<file path="config.mk">
export PLATFORM = sky130hd
export DESIGN_NAME = array_reducer
export DESIGN_NICKNAME = d
export VERILOG_FILES = /design/src/rtl/reducer_pkg.sv /design/src/rtl/reduce_alu.sv /design/src/rtl/array_reducer.sv
export SDC_FILE = /design/constraint.sdc
export NUM_CORES = 1
export LEC_CHECK = 0
export CORE_MARGIN = 10
export CORE_UTILIZATION = 30
export DETAILED_ROUTE_END_ITERATION = 7
export GPL_TIMING_DRIVEN = 0
export SYNTH_ARGS = -nofsm -noshare
export SYNTH_HDL_FRONTEND = slang
export SYNTH_SLANG_ARGS = --single-unit
</file>
<file path="constraint.sdc">
create_clock -name clk -period 6.5 [get_ports clk]
set_clock_uncertainty 0.1 [all_clocks]
set_input_delay 0.65 -clock clk [delete_from_list [all_inputs] [get_ports clk]]
set_output_delay 0.65 -clock clk [all_outputs]
set_load 0.01 [all_outputs]
</file>
<file path="src/rtl/reducer_pkg.sv">
// Shared types for the array reducer: operator and FSM encodings plus per-operator identity.
// No logic of its own; no latency or backpressure.
package reducer_pkg;

    localparam int RED_MAX_W = 64;

    typedef enum logic [1:0] {
        RED_SUM = 2'b00,
        RED_MAX = 2'b01,
        RED_MIN = 2'b10,
        RED_XOR = 2'b11
    } red_mode_t;

    typedef enum logic [1:0] {
        ST_IDLE = 2'b00,
        ST_ACC  = 2'b01,
        ST_WB   = 2'b10
    } red_state_t;

    // Callers truncate to their own word width; only umin needs a non-zero seed.
    function automatic logic [RED_MAX_W-1:0] red_identity(input red_mode_t m);
        return (m == RED_MIN) ? {RED_MAX_W{1'b1}} : {RED_MAX_W{1'b0}};
    endfunction

endpackage

</file>
<file path="src/rtl/reduce_alu.sv">
// Combines the running accumulator with one memory word under the selected operator.
// Purely combinational, zero latency; no flow control.
module reduce_alu
    import reducer_pkg::*;
#(
    parameter int DATA_W = 32
) (
    input  logic [DATA_W-1:0] acc,
    input  logic [DATA_W-1:0] operand,
    input  red_mode_t         mode,
    output logic [DATA_W-1:0] result,
    output logic              carry
);

    logic [DATA_W:0] sum;

    always_comb begin
        sum    = {1'b0, acc} + {1'b0, operand};
        result = sum[DATA_W-1:0];
        carry  = 1'b0;
        case (mode)
            RED_SUM: carry  = sum[DATA_W];
            RED_MAX: result = (operand > acc) ? operand : acc;
            RED_MIN: result = (operand < acc) ? operand : acc;
            RED_XOR: result = acc ^ operand;
            default: result = sum[DATA_W-1:0];
        endcase
    end

endmodule

</file>
<file path="src/rtl/array_reducer.sv">
// Memory-side reduction engine: folds a wrapping window of local memory into one word and writes it back.
// Latency len+1 cycles from start to done (len=0 gives 1); one element per cycle.
// No backpressure: starts and preloads arriving while busy are dropped silently.
module array_reducer
    import reducer_pkg::*;
#(
    parameter int         DATA_W  = 32,
    parameter int         DEPTH   = 16,
    parameter int         ADDR_W  = $clog2(DEPTH),
    parameter logic [4:0] RES_REG = 5'd11
) (
    input  logic              clk,
    input  logic              rst_n,
    input  logic              startin,
    input  logic [1:0]        mode,
    input  logic [ADDR_W-1:0] base,
    input  logic [ADDR_W:0]   len,
    input  logic [ADDR_W-1:0] dst,
    input  logic              load_en,
    input  logic [ADDR_W-1:0] load_addr,
    input  logic [DATA_W-1:0] load_data,
    output logic              busy,
    output logic              done,
    output logic [DATA_W-1:0] val,
    output logic [4:0]        regNo,
    output logic              ovf
);

    localparam int              CNT_W   = ADDR_W + 1;
    localparam logic [CNT_W-1:0] DEPTH_L = CNT_W'(DEPTH);

    logic [DATA_W-1:0] mem [DEPTH];

    red_state_t        state;
    red_state_t        state_nxt;
    red_mode_t         mode_q;
    logic [ADDR_W-1:0] base_q;
    logic [ADDR_W-1:0] dst_q;
    logic [CNT_W-1:0]  len_q;
    logic [CNT_W-1:0]  idx_q;
    logic [DATA_W-1:0] acc_q;
    logic              sticky_q;
    logic              done_q;
    logic [DATA_W-1:0] val_q;
    logic [4:0]        regno_q;
    logic              ovf_q;

    logic [CNT_W-1:0]  len_clamp;
    logic [CNT_W-1:0]  idx_inc;
    logic [CNT_W-1:0]  rd_sum;
    logic [ADDR_W-1:0] rd_addr;
    logic [DATA_W-1:0] alu_res;
    logic              alu_carry;

    assign len_clamp = (len > DEPTH_L) ? DEPTH_L : len;
    assign idx_inc   = idx_q + CNT_W'(1);

    // base and idx are both below DEPTH, so a single conditional subtract wraps the window.
    assign rd_sum  = {1'b0, base_q} + idx_q;
    assign rd_addr = ADDR_W'((rd_sum >= DEPTH_L) ? (rd_sum - DEPTH_L) : rd_sum);

    reduce_alu #(
        .DATA_W (DATA_W)
    ) u_alu (
        .acc     (acc_q),
        .operand (mem[rd_addr]),
        .mode    (mode_q),
        .result  (alu_res),
        .carry   (alu_carry)
    );

    always_ff @(posedge clk or negedge rst_n) begin
        if (!rst_n) begin
            state <= ST_IDLE;
        end else begin
            state <= state_nxt;
        end
    end

    always_comb begin
        state_nxt = state;
        case (state)
            ST_IDLE: begin
                if (startin) begin
                    state_nxt = (len_clamp == '0) ? ST_WB : ST_ACC;
                end
            end
            ST_ACC: begin
                if (idx_inc == len_q) begin
                    state_nxt = ST_WB;
                end
            end
            ST_WB:   state_nxt = ST_IDLE;
            default: state_nxt = ST_IDLE;
        endcase
    end

    always_ff @(posedge clk or negedge rst_n) begin
        if (!rst_n) begin
            mode_q   <= RED_SUM;
            base_q   <= '0;
            dst_q    <= '0;
            len_q    <= '0;
            idx_q    <= '0;
            acc_q    <= '0;
            sticky_q <= 1'b0;
            done_q   <= 1'b0;
            val_q    <= '0;
            regno_q  <= '0;
            ovf_q    <= 1'b0;
        end else begin
            done_q <= 1'b0;
            case (state)
                ST_IDLE: begin
                    if (startin) begin
                        mode_q   <= red_mode_t'(mode);
                        base_q   <= base;
                        dst_q    <= dst;
                        len_q    <= len_clamp;
                        idx_q    <= '0;
                        acc_q    <= DATA_W'(red_identity(red_mode_t'(mode)));
                        sticky_q <= 1'b0;
                    end
                end
                ST_ACC: begin
                    acc_q <= alu_res;
                    idx_q <= idx_inc;
                    if (alu_carry) begin
                        sticky_q <= 1'b1;
                    end
                end
                ST_WB: begin
                    val_q   <= acc_q;
                    regno_q <= RES_REG;
                    ovf_q   <= sticky_q;
                    done_q  <= 1'b1;
                end
                default: begin
                    done_q <= 1'b0;
                end
            endcase
        end
    end

    // Memory is deliberately not reset; an aborted run leaves state IDLE so no write-back fires.
    always_ff @(posedge clk) begin
        if (state == ST_WB) begin
            mem[dst_q] <= acc_q;
        end else if (load_en && !busy) begin
            mem[load_addr] <= load_data;
        end
    end

    assign busy  = (state != ST_IDLE);
    assign done  = done_q;
    assign val   = val_q;
    assign regNo = regno_q;
    assign ovf   = ovf_q;

endmodule

</file>
# == Yosys cells after proc, flatten, opt, wreduce, memory -nomap -nowiden ==
# Memory sizes are Yosys's and may differ from the RTL's.
# Index checks and enable logic that the tools add are counted.
# word_totals
mem_bits_rw,512
word_cells,73
memories,1
out_inout_bits,40
register_bits,90
# classes
eq_ne,12
addsub,4
n_lt_le_gt_ge,4
bitwise,1
reduce_logical,13
muxes,26
# mem_list
memory,words,word_bits,rd,rd_clocked_by_memory_dff,wr,line,rtl
mem,16,32,1,0,1,array_reducer.sv:32,logic [DATA_W-1:0] mem [DEPTH];
# op_table
cell,count
32-bit two-way mux,5
32-bit one-hot mux with 3 select lines,1
32-bit one-hot mux with 2 select lines,1
32-bit by 32-bit adder with 33-bit output,1
32-bit > comparator,1
32-bit less-than comparator,1
32-bit OR reduction,1
32-bit bitwise XOR,1
5-bit two-way mux,2
5-bit one-hot mux with 2 select lines,1
1-bit two-way mux,9
"2-bit equality test, second input constant",4
4-bit two-way mux,2
2-bit two-way mux,3
"2-bit != test, second input constant",3
"3-bit by 2-bit != test with 1-bit output, second input constant",2
2-bit AND reduction,3
4-bit by 5-bit adder with 5-bit output,1
"5-bit by 1-bit adder with 5-bit output, second input constant",1
5-bit equality test,1
"5-bit >= comparator, second input constant",1
"5-bit > comparator, second input constant",1
5-bit logical NOT,1
"2-bit by 1-bit equality test with 1-bit output, second input constant",2
9 further kinds,11

# == Depth between registers and ports, before layout ==
# logic_depth
ltp_word,8
depth_mapped,20
ltp_nobuf,17

# == By module ==
# From an unflattened synthesis, not the netlist that was laid out.
# unflattened
cells_unflattened,1837
hier_area_um2,27780.4
# by_module_without_submodules
module,n_inst,cells_per_inst,seq_area_each_um2,area_per_inst_um2
array_reducer,1,1239,17626.9,23690.2
reduce_alu,1,598,0.0,4090.2

# == Worst setup path after synthesis ==
# OpenSTA, ideal clock, no wires.
# synth_path
path_type,register -> register
from,reg idx_q[0]
to,reg acc_q[29]
required_ps,6274
n_path_buf,4
setup_slack_ps,1211
path_stages_with_launch,19
arrival_ps,5063
cell_sequence,dfrtp_1 ha_1 fa_1 buf_2 clkbuf_1 clkbuf_1 mux4_2 a211oi_1 a31oi_1 ha_1 buf_6 or4_4 or3_4 a2111oi_4 nor4_2 o31ai_4 a311o_2 a21oi_1 o32a_1
# synth_between
elab_chain_cells,7
word_cells_on_any_way,16
cone_classes,3 x add/sub; 3 x order compare; 2 x eq/ne; 5 x mux; 1 x bitwise; 1 x reduce/logical; 1 x memory
# synth_lines
item,line,rtl
from (decl),array_reducer.sv:40,logic [CNT_W-1:0] idx_q;
from (signal assigned),array_reducer.sv:127,idx_q <= idx_inc;
4-bit by 5-bit adder with 5-bit output *,array_reducer.sv:59,"assign rd_sum = {1'b0, base_q} + idx_q;"
4-bit by 1-bit subtractor with 4-bit output or 5-bit >= comparator (tied branches),array_reducer.sv:60,assign rd_addr = ADDR_W'((rd_sum >= DEPTH_L) ? (rd_sum - DEPTH_L) : rd_sum);
4-bit two-way mux *,array_reducer.sv:60,
memory read 16 x 32 bit *,--,
"32-bit by 32-bit adder with 33-bit output, or another cell as far along",reduce_alu.sv:18,"sum = {1'b0, acc} + {1'b0, operand};"
32-bit one-hot mux with 3 select lines or 3-bit by 2-bit != test with 1-bit output (tied branches),--,
32-bit one-hot mux with 2 select lines or 4-bit AND reduction (tied branches),--,
to (signal assigned),array_reducer.sv:121,acc_q <= DATA_W'(red_identity(red_mode_t'(mode)));
to (signal assigned),array_reducer.sv:126,acc_q <= alu_res;
to (decl),array_reducer.sv:41,logic [DATA_W-1:0] acc_q;
# Mark *: on every way between the ends. The rest lies on a longest branch, timed or not. The select of a mux whose other input is x is not followed.
# A chain may end at the register's enable or synchronous reset.

# == Worst setup path in the final report ==
# layout_path
from,reg idx_q[0]
to,reg acc_q[27]
# Same word-level chain as after synthesis.

==> results.sh <==
export IMPL_synth_edf_count=512
export IMPL_yosysTopAreaCellShare=0.572
export IMPL_synth_top_cell_by_area="edfxtp_1"
export IMPL_design_portCount=95
export IMPL_n_fill_cell=8321
export IMPL_cts_root_buf="clkbuf_16"
export IMPL_final_cell_mix="edfxtp_1, nand2_1, mux4_2, clkdlybuf4s50_1, dfrtp_1"
export IMPL_start_kind="register"
export IMPL_n_antenna_cell=0
export IMPL_cts_tree="done"
export IMPL_hold_ws_ns=0.379
export IMPL_endpoint_kind="register"
export IMPL_placementRows=109
export IMPL_maxCapViolCount=0
export IMPL_use_met2=0.273
export IMPL_nNetsFinal=2120
export IMPL_synth_area_sq_um=26900
export IMPL_area_growth_pct=19.8
export IMPL_start_util=0.303
export IMPL_via_count=16804
export IMPL_max_freq_mhz=155
export IMPL_crit_arrival_ns=6.92
export IMPL_insertion_delay_ns=0.63
export IMPL_dieHeight_um=319
export IMPL_grt_max_degree=52
export IMPL_worst_slew_margin_rel=0.227
export IMPL_r2r_cells=18
export IMPL_ys_flop_type="edfxtp_1"
export IMPL_critPathKind="reg2reg"
export IMPL_fin_crit_sh=0.992
export IMPL_drtAntennaViolNets=0
export IMPL_synthCells=1794
export IMPL_wirelength_mm=82.4
export IMPL_grt_use_met1=0.191
export IMPL_ys_ff_latch=602
export IMPL_r2r_slack_ns=0.05
export IMPL_die_area_sq_um=102000
export IMPL_cts_clk_slew_worst_paths_ns=0.07
export IMPL_die_w_um=319
export IMPL_placed_cells=3094
export IMPL_drc_errors=0
export IMPL_final_max_slew_viol_count=0
export IMPL_dpl_hpwl_mm=59.3
export IMPL_drt_iter0_drc=1580
export IMPL_coreArea_sq_um=88600
export IMPL_tightest_slew_ns=1.16
export IMPL_hp_class="reg2reg"
export IMPL_use_met3=0.0350
export IMPL_timing_critical_path_to="acc_q[27]$_DFFE_PN0P_"
export IMPL_htreeDepth=2
export IMPL_final_layout_size_suffix_gt1_frac=0.187
export IMPL_crit_start="idx_q[0]$_DFFE_PN0P_"
export IMPL_seq_area_frac_synth=0.656
export IMPL_rsz0062_at_grt="false"
export IMPL_overflow=0
export IMPL_outcome="completed"
export IMPL_setup_viol=0
export IMPL_async_reset_ff_frac=0.150
export IMPL_cts_made_buffers=58
export IMPL_ys_warn_count=0
export IMPL_hold_violations=0
export IMPL_yosys_top_cells_area="edfxtp_1, mux4_2, dfrtp_1, ha_1, nand2_1"
export IMPL_critPathMaxFanout=10
export IMPL_cts_sinks=602
export IMPL_place_congestion=0.918
export IMPL_grt_use_total=0.158
export IMPL_wire_per_inst_um=25.7
export IMPL_grt_busiest_layer="met2"
export IMPL_required_ns=6.97
export IMPL_viasPerCell=5.24
export IMPL_grt_pass1_wl_mm=120
export IMPL_timing_rr_end="acc_q[27]$_DFFE_PN0P_"
export IMPL_grt_pass1_vias=17517
export IMPL_r2r_start="idx_q[0]$_DFFE_PN0P_"
export IMPL_synth_cell_types=76
export IMPL_fin_cells=3204
export IMPL_final_common_cell="edfxtp_1"
export IMPL_min_period_ns=6.45
export IMPL_cts_path_max_buffers=3
export IMPL_port_buffer_count=92
export IMPL_drt_pass1_iterations=5
export IMPL_post_synth_cell_area_avg_sq_um=15.0
export IMPL_grt_antenna_before_repair=0
## repair_timing
action,in CTS,in global routing
hold buffers,1,0
buffers inserted,0,0
setup endpoints to repair,33,31
hold endpoints to repair,39,0
gates resized for setup,34,41
pin swaps,0,0
## synth_stat cells, types with 4 or more instances
library cell	count
nor3_1	21
o22ai_1	4
a31oi_1	46
nand4_1	10
nor3b_1	4
o21bai_1	12
nor2b_1	12
mux4_2	128
nand2b_1	10
a32oi_1	7
nor4_1	9
o32a_1	7
nor2_1	80
a211oi_1	33
ha_1	73
mux2_2	12
edfxtp_1	512
mux2i_1	13
clkbuf_1	71
a22oi_1	7
o21ai_0	101
or2_2	5
o22a_1	23
xor2_1	7
a21o_1	7
nand2_1	183
dfrtp_1	90
o211ai_1	9
a221oi_1	5
o31ai_1	13
a21oi_1	64
xnor2_1	9
and2_1	30
buf_2	24
buf_4	8
inv_1	68
nand3_1	18
buf_1	4
## flip-flops by register name, summed over array words and instances (netlist names), 2 cells and up
register,count
len_q,5
dst_q,4
state,2
mem,512
acc_q,32
base_q,4
val,32
idx_q,5
mode_q,2
## metal layers
layer  share of wire  up-vias  wire, um
met5               0        -         0
met3           0.069      163      5700
li1                -     7377         -
met4           0.040        0      3260
met2            0.50      625     41000
met1            0.39     8639     32400
## worst min path at each step
stage                             start                    to  slack, ns  cells after the start
detailed placement  val[26]$_DFFE_PN0P_   val[26]$_DFFE_PN0P_       0.37                      2
CTS                 val[26]$_DFFE_PN0P_   val[26]$_DFFE_PN0P_       0.39                      2
finish              val[26]$_DFFE_PN0P_   val[26]$_DFFE_PN0P_       0.38                      2
global placement    val[21]$_DFFE_PN0P_   val[21]$_DFFE_PN0P_       0.37                      2
global route        val[25]$_DFFE_PN0P_   val[25]$_DFFE_PN0P_       0.41                      2
floorplan                         rst_n  acc_q[0]$_DFFE_PN0P_       0.25                      0
## layout make-up
class                   count  area [sq um]  area share
repair buffers            137          1530      0.0476
inverters                  68           255     0.00793
well taps                1165          1460      0.0453
plain buffers             108           543      0.0169
clock buffers              69          1550      0.0480
flip-flops and latches    602         17600       0.547
clock inverters            40           435      0.0135
multi-input cells        1015          8800       0.273
## worst max-delay path, cell delays in order, from the launching register on
cell,delay (ns)
dfrtp_1,0.45
ha_1,0.25
fa_1,0.56
buf_2,0.32
buf_2,0.33
clkbuf_4,0.34
mux4_2,0.34
mux2i_1,0.36
mux2i_1,0.29
ha_1,0.37
clkbuf_2,0.20
nor2_1,0.14
a211oi_2,0.45
o21ai_0,0.29
o21ai_0,0.68
a31oi_1,0.29
xnor2_1,0.20
a211oi_1,0.26
o22a_1,0.15
## kinds of logic (layout without fill, tap and decap cells)
family	Yosys count	in the layout	synth area share
muxes	153	153	0.117
other	1	2	0.000139
buffers and inverters	178	422	0.0277
and+or+nand+nor	398	398	0.0676
xor gates and xnor gates	16	16	0.00521
adders and majority gates	75	75	0.0355
DFF	602	602	0.656
AOI/OAI and AO/OA	371	371	0.0912
## per-stage QoR
step           instance area [sq um]  TNS (ns)  setup WS, ns  utilization
2_1_floorplan                  26900         0          1.21            -
4_1_cts                        32100         0        0.0114        0.362
5_1_grt                        32200         0       0.00394        0.363
3_3_place_gp                   29300    -98.38         -1.53        0.330
6_report                       32200         0        0.0526        0.363
3_5_place_dp                   30000    -42.05         -1.54        0.338
Power is left out: the tool's default activity adds up to more than one toggle a clock period on the data nets, which glitch-free logic cannot reach.
